**config.mk**
```make
export PLATFORM = sky130hd
export DESIGN_NAME = pixel_sensor_fsm_flat
export DESIGN_NICKNAME = d
export VERILOG_FILES = /design/src/rtl/pixel_fsm_pkg.sv /design/src/rtl/pixel_sensor_fsm_if.sv /design/src/rtl/pixel_phase_timer.sv /design/src/rtl/pixel_sensor_fsm.sv /design/src/flat_wrapper.sv
export SDC_FILE = /design/constraint.sdc
export NUM_CORES = 1
export LEC_CHECK = 0
export BUFFER_PORTS_ARGS = -buffer_cell sky130_fd_sc_hd__buf_2
export CELL_PAD_IN_SITES_DETAIL_PLACEMENT = 1
export CELL_PAD_IN_SITES_GLOBAL_PLACEMENT = 1
export CORE_MARGIN = 2
export CORE_UTILIZATION = 46
export CTS_CLUSTER_SIZE = 12
export DETAILED_ROUTE_END_ITERATION = 12
export PLACE_DENSITY_LB_ADDON = 0.1
export SETUP_SLACK_MARGIN = 0.5
export SYNTH_ARGS = -nofsm -noshare
export SYNTH_HDL_FRONTEND = slang
export SYNTH_SLANG_ARGS = --single-unit
```
**constraint.sdc**
```tcl
create_clock -name CLK -period 3 [get_ports CLK]
set_clock_uncertainty 0.2 [all_clocks]
set_input_delay 0 -clock CLK [delete_from_list [all_inputs] [get_ports CLK]]
set_output_delay 0 -clock CLK [all_outputs]
set_load 0.01 [all_outputs]
```
**src/rtl/pixel_fsm_pkg.sv**
```systemverilog
// pixel_fsm_pkg: shared state encoding, default parameters and sizing helpers for the pixel sensor FSM.
package pixel_fsm_pkg;
  typedef enum logic [2:0] {IDLE, ERASE, EXPOSE, CONVERT, READ} state_e;
  localparam int DEF_BIT_DEPTH = 8;
  localparam int DEF_ROWS = 2;
  localparam int DEF_ERASE_CYCLES = 5;
  localparam int DEF_EXPOSE_CYCLES = 255;
  function automatic int conv_cycles(input int bit_depth);
    return 2 * ((1 << bit_depth) - 1);
  endfunction
  function automatic int max3(input int a, input int b, input int c);
    return (a > b ? a : b) > c ? (a > b ? a : b) : c;
  endfunction
endpackage

```
**src/rtl/pixel_sensor_fsm_if.sv**
```systemverilog
// pixel_sensor_fsm_if: frame request, row handshake and array control signals of the pixel sensor FSM.
interface pixel_sensor_fsm_if #(parameter int ROWS = 2);
  logic START, ROW_ACK;
  logic ERASE, EXPOSE, CONVERT, READ;
  logic [ROWS-1:0] ROW_SELECT;
  logic COUNTER_RESET, COUNTER_CLOCK, FRAME_DONE;
  modport master(input START, ROW_ACK,
                 output ERASE, EXPOSE, CONVERT, READ, ROW_SELECT, COUNTER_RESET, COUNTER_CLOCK, FRAME_DONE);
  modport slave(output START, ROW_ACK,
                input ERASE, EXPOSE, CONVERT, READ, ROW_SELECT, COUNTER_RESET, COUNTER_CLOCK, FRAME_DONE);
endinterface

```
**src/rtl/pixel_phase_timer.sv**
```systemverilog
// pixel_phase_timer: loadable down-counter that saturates at zero; done flags the final cycle of a phase.
module pixel_phase_timer #(parameter int W = 8) (
  input  logic         clk,
  input  logic         rst,
  input  logic         load_i,
  input  logic         en_i,
  input  logic [W-1:0] value_i,
  output logic         done_o
);
  logic [W-1:0] cnt_q, cnt_d;
  always_comb cnt_d = load_i ? value_i : (en_i && cnt_q != '0) ? cnt_q - 1'b1 : cnt_q;
  always_ff @(posedge clk or posedge rst)
    if (rst) cnt_q <= '0;
    else cnt_q <= cnt_d;
  assign done_o = cnt_q == '0;
endmodule

```
**src/rtl/pixel_sensor_fsm.sv**
```systemverilog
// pixel_sensor_fsm: erase/expose/convert/read frame sequencer; PIXEL_FSM_CONTINUOUS_EN loops READ back into ERASE.
module pixel_sensor_fsm
  import pixel_fsm_pkg::*;
#(
  parameter int BIT_DEPTH = DEF_BIT_DEPTH,
  parameter int ROWS = DEF_ROWS,
  parameter int ERASE_CYCLES = DEF_ERASE_CYCLES,
  parameter int EXPOSE_CYCLES = DEF_EXPOSE_CYCLES
) (
  input logic CLK,
  input logic RESET,
  pixel_sensor_fsm_if.master bus
);
  localparam int CONV = conv_cycles(BIT_DEPTH);
  localparam int TW = $clog2(max3(ERASE_CYCLES, EXPOSE_CYCLES, CONV));
`ifdef PIXEL_FSM_CONTINUOUS_EN
  localparam state_e FRAME_NEXT = ERASE;
`else
  localparam state_e FRAME_NEXT = IDLE;
`endif
  state_e state_q, state_d;
  logic [ROWS-1:0] row_q, row_d;
  logic cclk_q, cclk_d, fd_q, fd_d;
  logic t_load, t_en, t_done;
  logic [TW-1:0] t_val;
  pixel_phase_timer #(.W(TW)) u_timer (
    .clk(CLK), .rst(RESET), .load_i(t_load), .en_i(t_en), .value_i(t_val), .done_o(t_done)
  );
  always_comb begin
    state_d = state_q;
    row_d = row_q;
    fd_d = 1'b0;
    unique case (state_q)
      IDLE:    if (bus.START) state_d = ERASE;
      ERASE:   if (t_done) state_d = EXPOSE;
      EXPOSE:  if (t_done) state_d = CONVERT;
      CONVERT: if (t_done) begin
        state_d = READ;
        row_d = ROWS'(1);
      end
      READ:    if (bus.ROW_ACK) begin
        row_d = row_q << 1;
        fd_d = row_q[ROWS-1];
        state_d = row_q[ROWS-1] ? FRAME_NEXT : READ;
      end
      default: state_d = IDLE;
    endcase
    // counter clock starts low on CONVERT entry and is forced low on exit
    cclk_d = state_d == CONVERT && state_q == CONVERT && !cclk_q;
    t_load = state_d != state_q;
    t_en = state_q == ERASE || state_q == EXPOSE || state_q == CONVERT;
    t_val = state_d == ERASE ? TW'(ERASE_CYCLES - 1) : state_d == EXPOSE ? TW'(EXPOSE_CYCLES - 1) : TW'(CONV - 1);
  end
  always_ff @(posedge CLK or posedge RESET)
    if (RESET) begin
      state_q <= IDLE;
      row_q <= '0;
      cclk_q <= 1'b0;
      fd_q <= 1'b0;
    end else begin
      state_q <= state_d;
      row_q <= row_d;
      cclk_q <= cclk_d;
      fd_q <= fd_d;
    end
  assign bus.ERASE = state_q == ERASE;
  assign bus.EXPOSE = state_q == EXPOSE;
  assign bus.CONVERT = state_q == CONVERT;
  assign bus.READ = state_q == READ;
  assign bus.ROW_SELECT = row_q;
  assign bus.COUNTER_RESET = state_q != CONVERT;
  assign bus.COUNTER_CLOCK = cclk_q;
  assign bus.FRAME_DONE = fd_q;
endmodule
```
**src/flat_wrapper.sv**
```systemverilog
// flat-port wrapper written by rule: the top's interface ports become plain ports
module pixel_sensor_fsm_flat import pixel_fsm_pkg::*;
#(
  parameter int BIT_DEPTH = DEF_BIT_DEPTH,
  parameter int ROWS = DEF_ROWS,
  parameter int ERASE_CYCLES = DEF_ERASE_CYCLES,
  parameter int EXPOSE_CYCLES = DEF_EXPOSE_CYCLES
)
  (CLK, RESET, bus_START, bus_ROW_ACK, bus_ERASE, bus_EXPOSE, bus_CONVERT, bus_READ, bus_ROW_SELECT, bus_COUNTER_RESET, bus_COUNTER_CLOCK, bus_FRAME_DONE);
  pixel_sensor_fsm_if #(.ROWS(ROWS)) bus_i ();
  input logic CLK;
  input logic RESET;
  input wire logic [$bits(bus_i.START)-1:0] bus_START;
  input wire logic [$bits(bus_i.ROW_ACK)-1:0] bus_ROW_ACK;
  output wire logic [$bits(bus_i.ERASE)-1:0] bus_ERASE;
  output wire logic [$bits(bus_i.EXPOSE)-1:0] bus_EXPOSE;
  output wire logic [$bits(bus_i.CONVERT)-1:0] bus_CONVERT;
  output wire logic [$bits(bus_i.READ)-1:0] bus_READ;
  output wire logic [$bits(bus_i.ROW_SELECT)-1:0] bus_ROW_SELECT;
  output wire logic [$bits(bus_i.COUNTER_RESET)-1:0] bus_COUNTER_RESET;
  output wire logic [$bits(bus_i.COUNTER_CLOCK)-1:0] bus_COUNTER_CLOCK;
  output wire logic [$bits(bus_i.FRAME_DONE)-1:0] bus_FRAME_DONE;
  assign bus_i.START = bus_START;
  assign bus_i.ROW_ACK = bus_ROW_ACK;
  assign bus_ERASE = bus_i.ERASE;
  assign bus_EXPOSE = bus_i.EXPOSE;
  assign bus_CONVERT = bus_i.CONVERT;
  assign bus_READ = bus_i.READ;
  assign bus_ROW_SELECT = bus_i.ROW_SELECT;
  assign bus_COUNTER_RESET = bus_i.COUNTER_RESET;
  assign bus_COUNTER_CLOCK = bus_i.COUNTER_CLOCK;
  assign bus_FRAME_DONE = bus_i.FRAME_DONE;
  pixel_sensor_fsm #(.BIT_DEPTH(BIT_DEPTH), .ROWS(ROWS), .ERASE_CYCLES(ERASE_CYCLES), .EXPOSE_CYCLES(EXPOSE_CYCLES)) u_core (.CLK(CLK), .RESET(RESET), .bus(bus_i));
endmodule
```
# After elaboration in Yosys (flattened, before gate mapping)
# Cells that the tools add are included.
# classes
n_addsub	1
eq_ne	11
muxes	16
reduce_logical	12
# op_table
cell	count
$mux 9	4
$mux 3	6
$pmux 3 s5	1
$eq 3x2->1 const B	4
$logic_not 9->1	1
$reduce_bool 9->1	1
$sub 9x1->9 const B	1
$eq 3x1->1 const B	2
$mux 2	2
$pmux 2 s2	1
$reduce_bool 2->1	2
$eq 3x3->1 const B	1
$logic_and 1x1->1	3
$logic_not 3->1	1
$ne 3x2->1 const B	1
$ne 3x3->1	1
$reduce_and 3->1	1
$logic_or 1x1->1	2
$mux 1	2
$ne 2x1->1 const B	1
$ne 2x2->1 const B	1
$logic_not 1->1	1
# word_totals
regBits	16
in_bits	4
out_inout_bits	9
elab_cells	45

# Longest topological paths before layout
# depth
word_depth	7
depth_mapped	6
ltp_nobuf	6

# By module
# From an unflattened synthesis, not the netlist that was laid out.
# hier_totals
cells_unflattened	119
hier_area_um2	1038.5
# modules_own_cells
module	instances	cells_each	area_per_inst_um2	seq_area_each_um2
pixel_phase_timer	1	69	596.8	225.2
pixel_sensor_fsm	1	50	441.7	175.2

# Least setup slack after synthesis
# Ideal clock, no wire load.
# synth_timing
path_type	register -> register
from	register u_core.u_timer.cnt_q[0]
to	register u_core.u_timer.cnt_q[8]
setup_ns	0.087
arrival_time_ns	1.514
required_ns	2.713
path_slack_ns	1.199
path_stages_with_launch	7
path_buffers	0
synth_period_minus_slack_ns	1.801
cell_sequence	dfrtp_1 > inv_1 > ha_1 > nor3b_1 > nand2_1 > or3_1 > o211ai_1
# synth_between
elab_chain_len	7
word_cells_on_any_way	16
cone_classes	1 x add/sub; 3 x eq/ne; 8 x mux; 4 x reduce/logical
# synth_rtl
item	line	text
start, declared	pixel_phase_timer.sv:10	logic [W-1:0] cnt_q, cnt_d;
start signal, assigned	pixel_phase_timer.sv:14	else cnt_q <= cnt_d;
$logic_not 9->1	pixel_phase_timer.sv:15	assign done_o = cnt_q == '0;
$mux 3, on equally long branches	pixel_sensor_fsm.sv:37, pixel_sensor_fsm.sv:35, pixel_sensor_fsm.sv:36	
$pmux 3 s5	pixel_sensor_fsm.sv:33	unique case (state_q)
$eq 3x2->1	pixel_sensor_fsm.sv:52	t_val = state_d == ERASE ? TW'(ERASE_CYCLES - 1) : state_d == EXPOSE ? TW'(EXPOSE_CYCLES - 1) : TW'(CONV - 1);
$mux 9 (2 in series)	pixel_sensor_fsm.sv:52	
$mux 9	pixel_phase_timer.sv:11	always_comb cnt_d = load_i ? value_i : (en_i && cnt_q != '0) ? cnt_q - 1'b1 : cnt_q;
# Parallel ways exist; a longest one is shown, timed or not. The select of a mux whose other input is x is not followed.
# A chain may end at the register's enable or synchronous reset.

# Final worst setup path
# layout_timing
from	register u_core.u_timer.cnt_q[1]
to	register u_core.u_timer.cnt_q[8]
# The elaborated chain is that of the path after synthesis.

==> flow_summary_export.csv <==
group,metric,value,unit
run_status,outcome,"finished, final reports clean",
setup_path,rrSetupSlack,0.92,ns
die,die_w,51.34,um
timing,fmax,0.4805,GHz
finish,fin_nets,134,
placed_design,routabilityCongestion,0.7624,
timing,slew_viol_final,0,
routing,firstDrtPassIters,4,
synthesis,synth_nets,118,
synthesis,yosys_warnings,0,
setup_path,end_kind,"register",
synthesis,yosysSeqAreaShare,38.83,%
placed_design,port_buffers,12,
synthesis,async_flop_share,100.0,%
clock_tree,clockRootBuffer,"clkbuf_4",
synthesis,yosysUniqueCellTypes,40,
routing,drtIter0Drc,10,
clock_tree,cts_tree,"done",
finish,fin_cells,155,
synthesis,synth_cells,112,
min_path,min_delay_path_depth,4,
power,ir_drop,0.4325,mV
placed_design,pre_cts_ws,0.9278,ns
timing,finalCritPeriodShare,69.37,%
finish,layout-drive-gt1-share,20.47,%
routing,drt-total-wl,2.509,mm
power,powerDensity,860.4,nW/um2
clock_tree,clkSinkCount,16,
timing,finalSetupTns,0,ns
setup_path,crit_fanout,5,
timing,fin_ws,0.9189,ns
power,leakage,0.5098,nW
global_route,gr-total-overflow,0,
setup_path,reg2reg_from,"u_core.u_timer.cnt_q[1]$_DFFE_PP0P_",
finish,fin_util,53.52,%
die,die_area,2636,um2
min_path,worstHoldStart,"bus_START",
clock_tree,clk_pin_slew_worst_paths,0.10,ns
finish,area_growth,12.62,%
routing,avgViaCountPerCell,5.761,
synthesis,synth-seq-cells,16,
timing,rsz0062_at_grt,"no",
clock_tree,htreeDepth,1,
clock_tree,cts_buffers,3,
routing,drc,0,
finish,layout_commonest_cell,"dfrtp_1",
setup_path,worstSetupStartpointType,"register",
clock_tree,clk_latency,0.29,ns
finish,final_cell_mix,"dfrtp_1, inv_1, buf_2",
power,internal-power,0.5698,mW
min_path,worstHoldPathType,"in2reg",
run,cap_violations,0,
die,io_pins,13,
timing,hold_viol_final,0,
die,core,2170,um2
timing,finalSetupViolCount,0,
clock_tree,post-cts-setup-buffers,0,
global_route,grt_start_max_net_pins,17,
synthesis,syn_avg_cell_area,9.205,um2
global_route,antenna_found_initial,0,
die,rows,17,
timing,slew_headroom,56.21,%
routing,num_vias,893,
setup_path,path_class,"reg2reg",
power,power_frac_seq,43.0,%
timing,worst_pin_slew,0.6533,ns
finish,fill_cells,263,
routing,ant_nets,0,
placed_design,place_inst,149,
power,switching_power,0.4293,mW
power,combPwrFrac,42.2,%
min_path,whs_endpoint,"u_core.state_q[0]$_DFF_PP0_",
clock_tree,cts_buffer_depth,2,
clock_tree,cts.repair.resized,0,
setup_path,rr_worst_depth,6,
synthesis,ys.flop_type,"dfrtp_1",
finish,antenna_cells,0,
setup_path,rr_endpoint,"u_core.u_timer.cnt_q[8]$_DFFE_PP0P_",
synthesis,syn_area,1031,um2
power,sw_frac_of_total,42.97,%
global_route,grt_pass1_wl,4.264,mm
setup_path,arrival,2.10,ns
setup_path,cp.required,3.02,ns
placed_design,hpwl,1.922,mm
die,die_height,51.34,um
global_route,grtUsageTotal,21.89,%
power,clkPwrFrac,14.8,%
routing,avgRoutedWirePerCell,16.19,um
timing,fin_crit,2.081,ns
die,start_util,47.52,%
global_route,grt_pass1_vias,920,
synthesis,synth_edf_count,0,
==> cell families after synthesis <==
logic type,after synthesis,synth area share (%)
flip-flops,16,38.83
AO/OA/AOI/OAI,36,24.39
buffers and inverters,15,6.432
adder cells (fa/ha/maj),2,2.427
XOR/XNOR,1,0.8497
AND/OR/NAND/NOR,42,27.06
==> worst max-delay path: stages, from the launching register on <==
cell and delay, ns:
dfrtp_1 0.41, inv_1 0.10, ha_1 0.20, nor3b_1 0.55
nand2_1 0.13, or3_1 0.32, o211ai_1 0.09
==> cell usage after synthesis, types with 2 or more instances <==
| cell type | count | area [um2] |
|---|---|---|
| a211oi_1 | 2 | 15.01 |
| a21o_2 | 2 | 17.52 |
| a21oi_1 | 9 | 45.04 |
| a2bb2oi_1 | 2 | 17.52 |
| and3_1 | 2 | 12.51 |
| buf_2 | 2 | 10.01 |
| dfrtp_1 | 16 | 400.4 |
| ha_1 | 2 | 25.02 |
| inv_1 | 12 | 45.04 |
| nand2_1 | 8 | 30.03 |
| nand3_1 | 3 | 15.01 |
| nor2_1 | 5 | 18.77 |
| nor2b_1 | 4 | 25.02 |
| nor3_1 | 3 | 15.01 |
| nor3b_1 | 2 | 15.01 |
| nor4_1 | 2 | 12.51 |
| o211ai_1 | 3 | 22.52 |
| o21a_1 | 2 | 15.01 |
| o21ai_0 | 5 | 25.02 |
| o22ai_1 | 4 | 25.02 |
| or3_1 | 3 | 18.77 |
==> routing by layer <==
layer  global-route usage, %  vias up  share of wire, %  routed length, um
met1                   28.18      437                47               1177
met4                   7.895        0               1.4                 36
li1                        -      439                 -                  -
met5                       0        -                 0                  0
met3                   3.509        5               1.9                 47
met2                   37.01       12                50               1248
==> state kept, by name, indices dropped and copies added (netlist names) <==
name	count
u_core.bus.COUNTER_CLOCK	1
u_core.bus.FRAME_DONE	1
u_core.bus.ROW_SELECT	2
u_core.state_q	3
u_core.u_timer.cnt_q	9
==> through the flow <==
step / cell area, um2 / power (mW) / hold slack, ns
after CTS: 1161 / 1.007 / 0.05252
after global placement: 1105 / 0.8310 / -0.09040
final: 1161 / 0.9990 / 0.04979
after detailed placement: 1105 / 0.8565 / -0.08009
after global routing: 1161 / 1.081 / 0.1001
after floorplan: 1031 / 0.7344 / -0.2863
==> worst max path at each step <==
stage | slack (ns) | cells past startpoint | startpoint | end
after floorplan | 1.20 | 6 | u_core.u_timer.cnt_q[0]$_DFFE_PP0P_ | u_core.u_timer.cnt_q[8]$_DFFE_PP0P_
after global placement | 0.95 | 6 | u_core.u_timer.cnt_q[1]$_DFFE_PP0P_ | u_core.u_timer.cnt_q[8]$_DFFE_PP0P_
after detailed placement | 0.93 | 6 | u_core.u_timer.cnt_q[0]$_DFFE_PP0P_ | u_core.u_timer.cnt_q[8]$_DFFE_PP0P_
after CTS | 0.90 | 6 | u_core.u_timer.cnt_q[1]$_DFFE_PP0P_ | u_core.u_timer.cnt_q[8]$_DFFE_PP0P_
after global routing | 0.71 | 6 | u_core.u_timer.cnt_q[0]$_DFFE_PP0P_ | u_core.u_timer.cnt_q[8]$_DFFE_PP0P_
final | 0.92 | 6 | u_core.u_timer.cnt_q[1]$_DFFE_PP0P_ | u_core.u_timer.cnt_q[8]$_DFFE_PP0P_
==> layout make-up <==
type                            instances  area, um2  area share, %
Sequential cell                        16      400.4          34.48
Multi-Input combinational cell         81      564.3          48.60
Clock buffer                            4      36.28          3.125
Timing Repair Buffer                   14      80.08          6.897
Inverter                               12      45.04          3.879
Tap cell                               28      35.03          3.017
==> power groups by stage <==
stage                     sequential (mW)  combinational, mW  clock, mW
after CTS                           0.431              0.425      0.151
final                               0.430              0.421      0.148
after global routing                0.448              0.476      0.158
after detailed placement            0.436              0.421          0
after global placement              0.427              0.404          0
after floorplan                     0.393              0.342          0
==> repair_timing <==
| item | CTS | global route |
|---|---|---|
| endpoints found under the hold margin | 22 | 0 |
| setup endpoints to repair | 0 | 0 |
| hold buffers | 2 | 0 |
No activity file was read; power rests on OpenSTA's default activity.
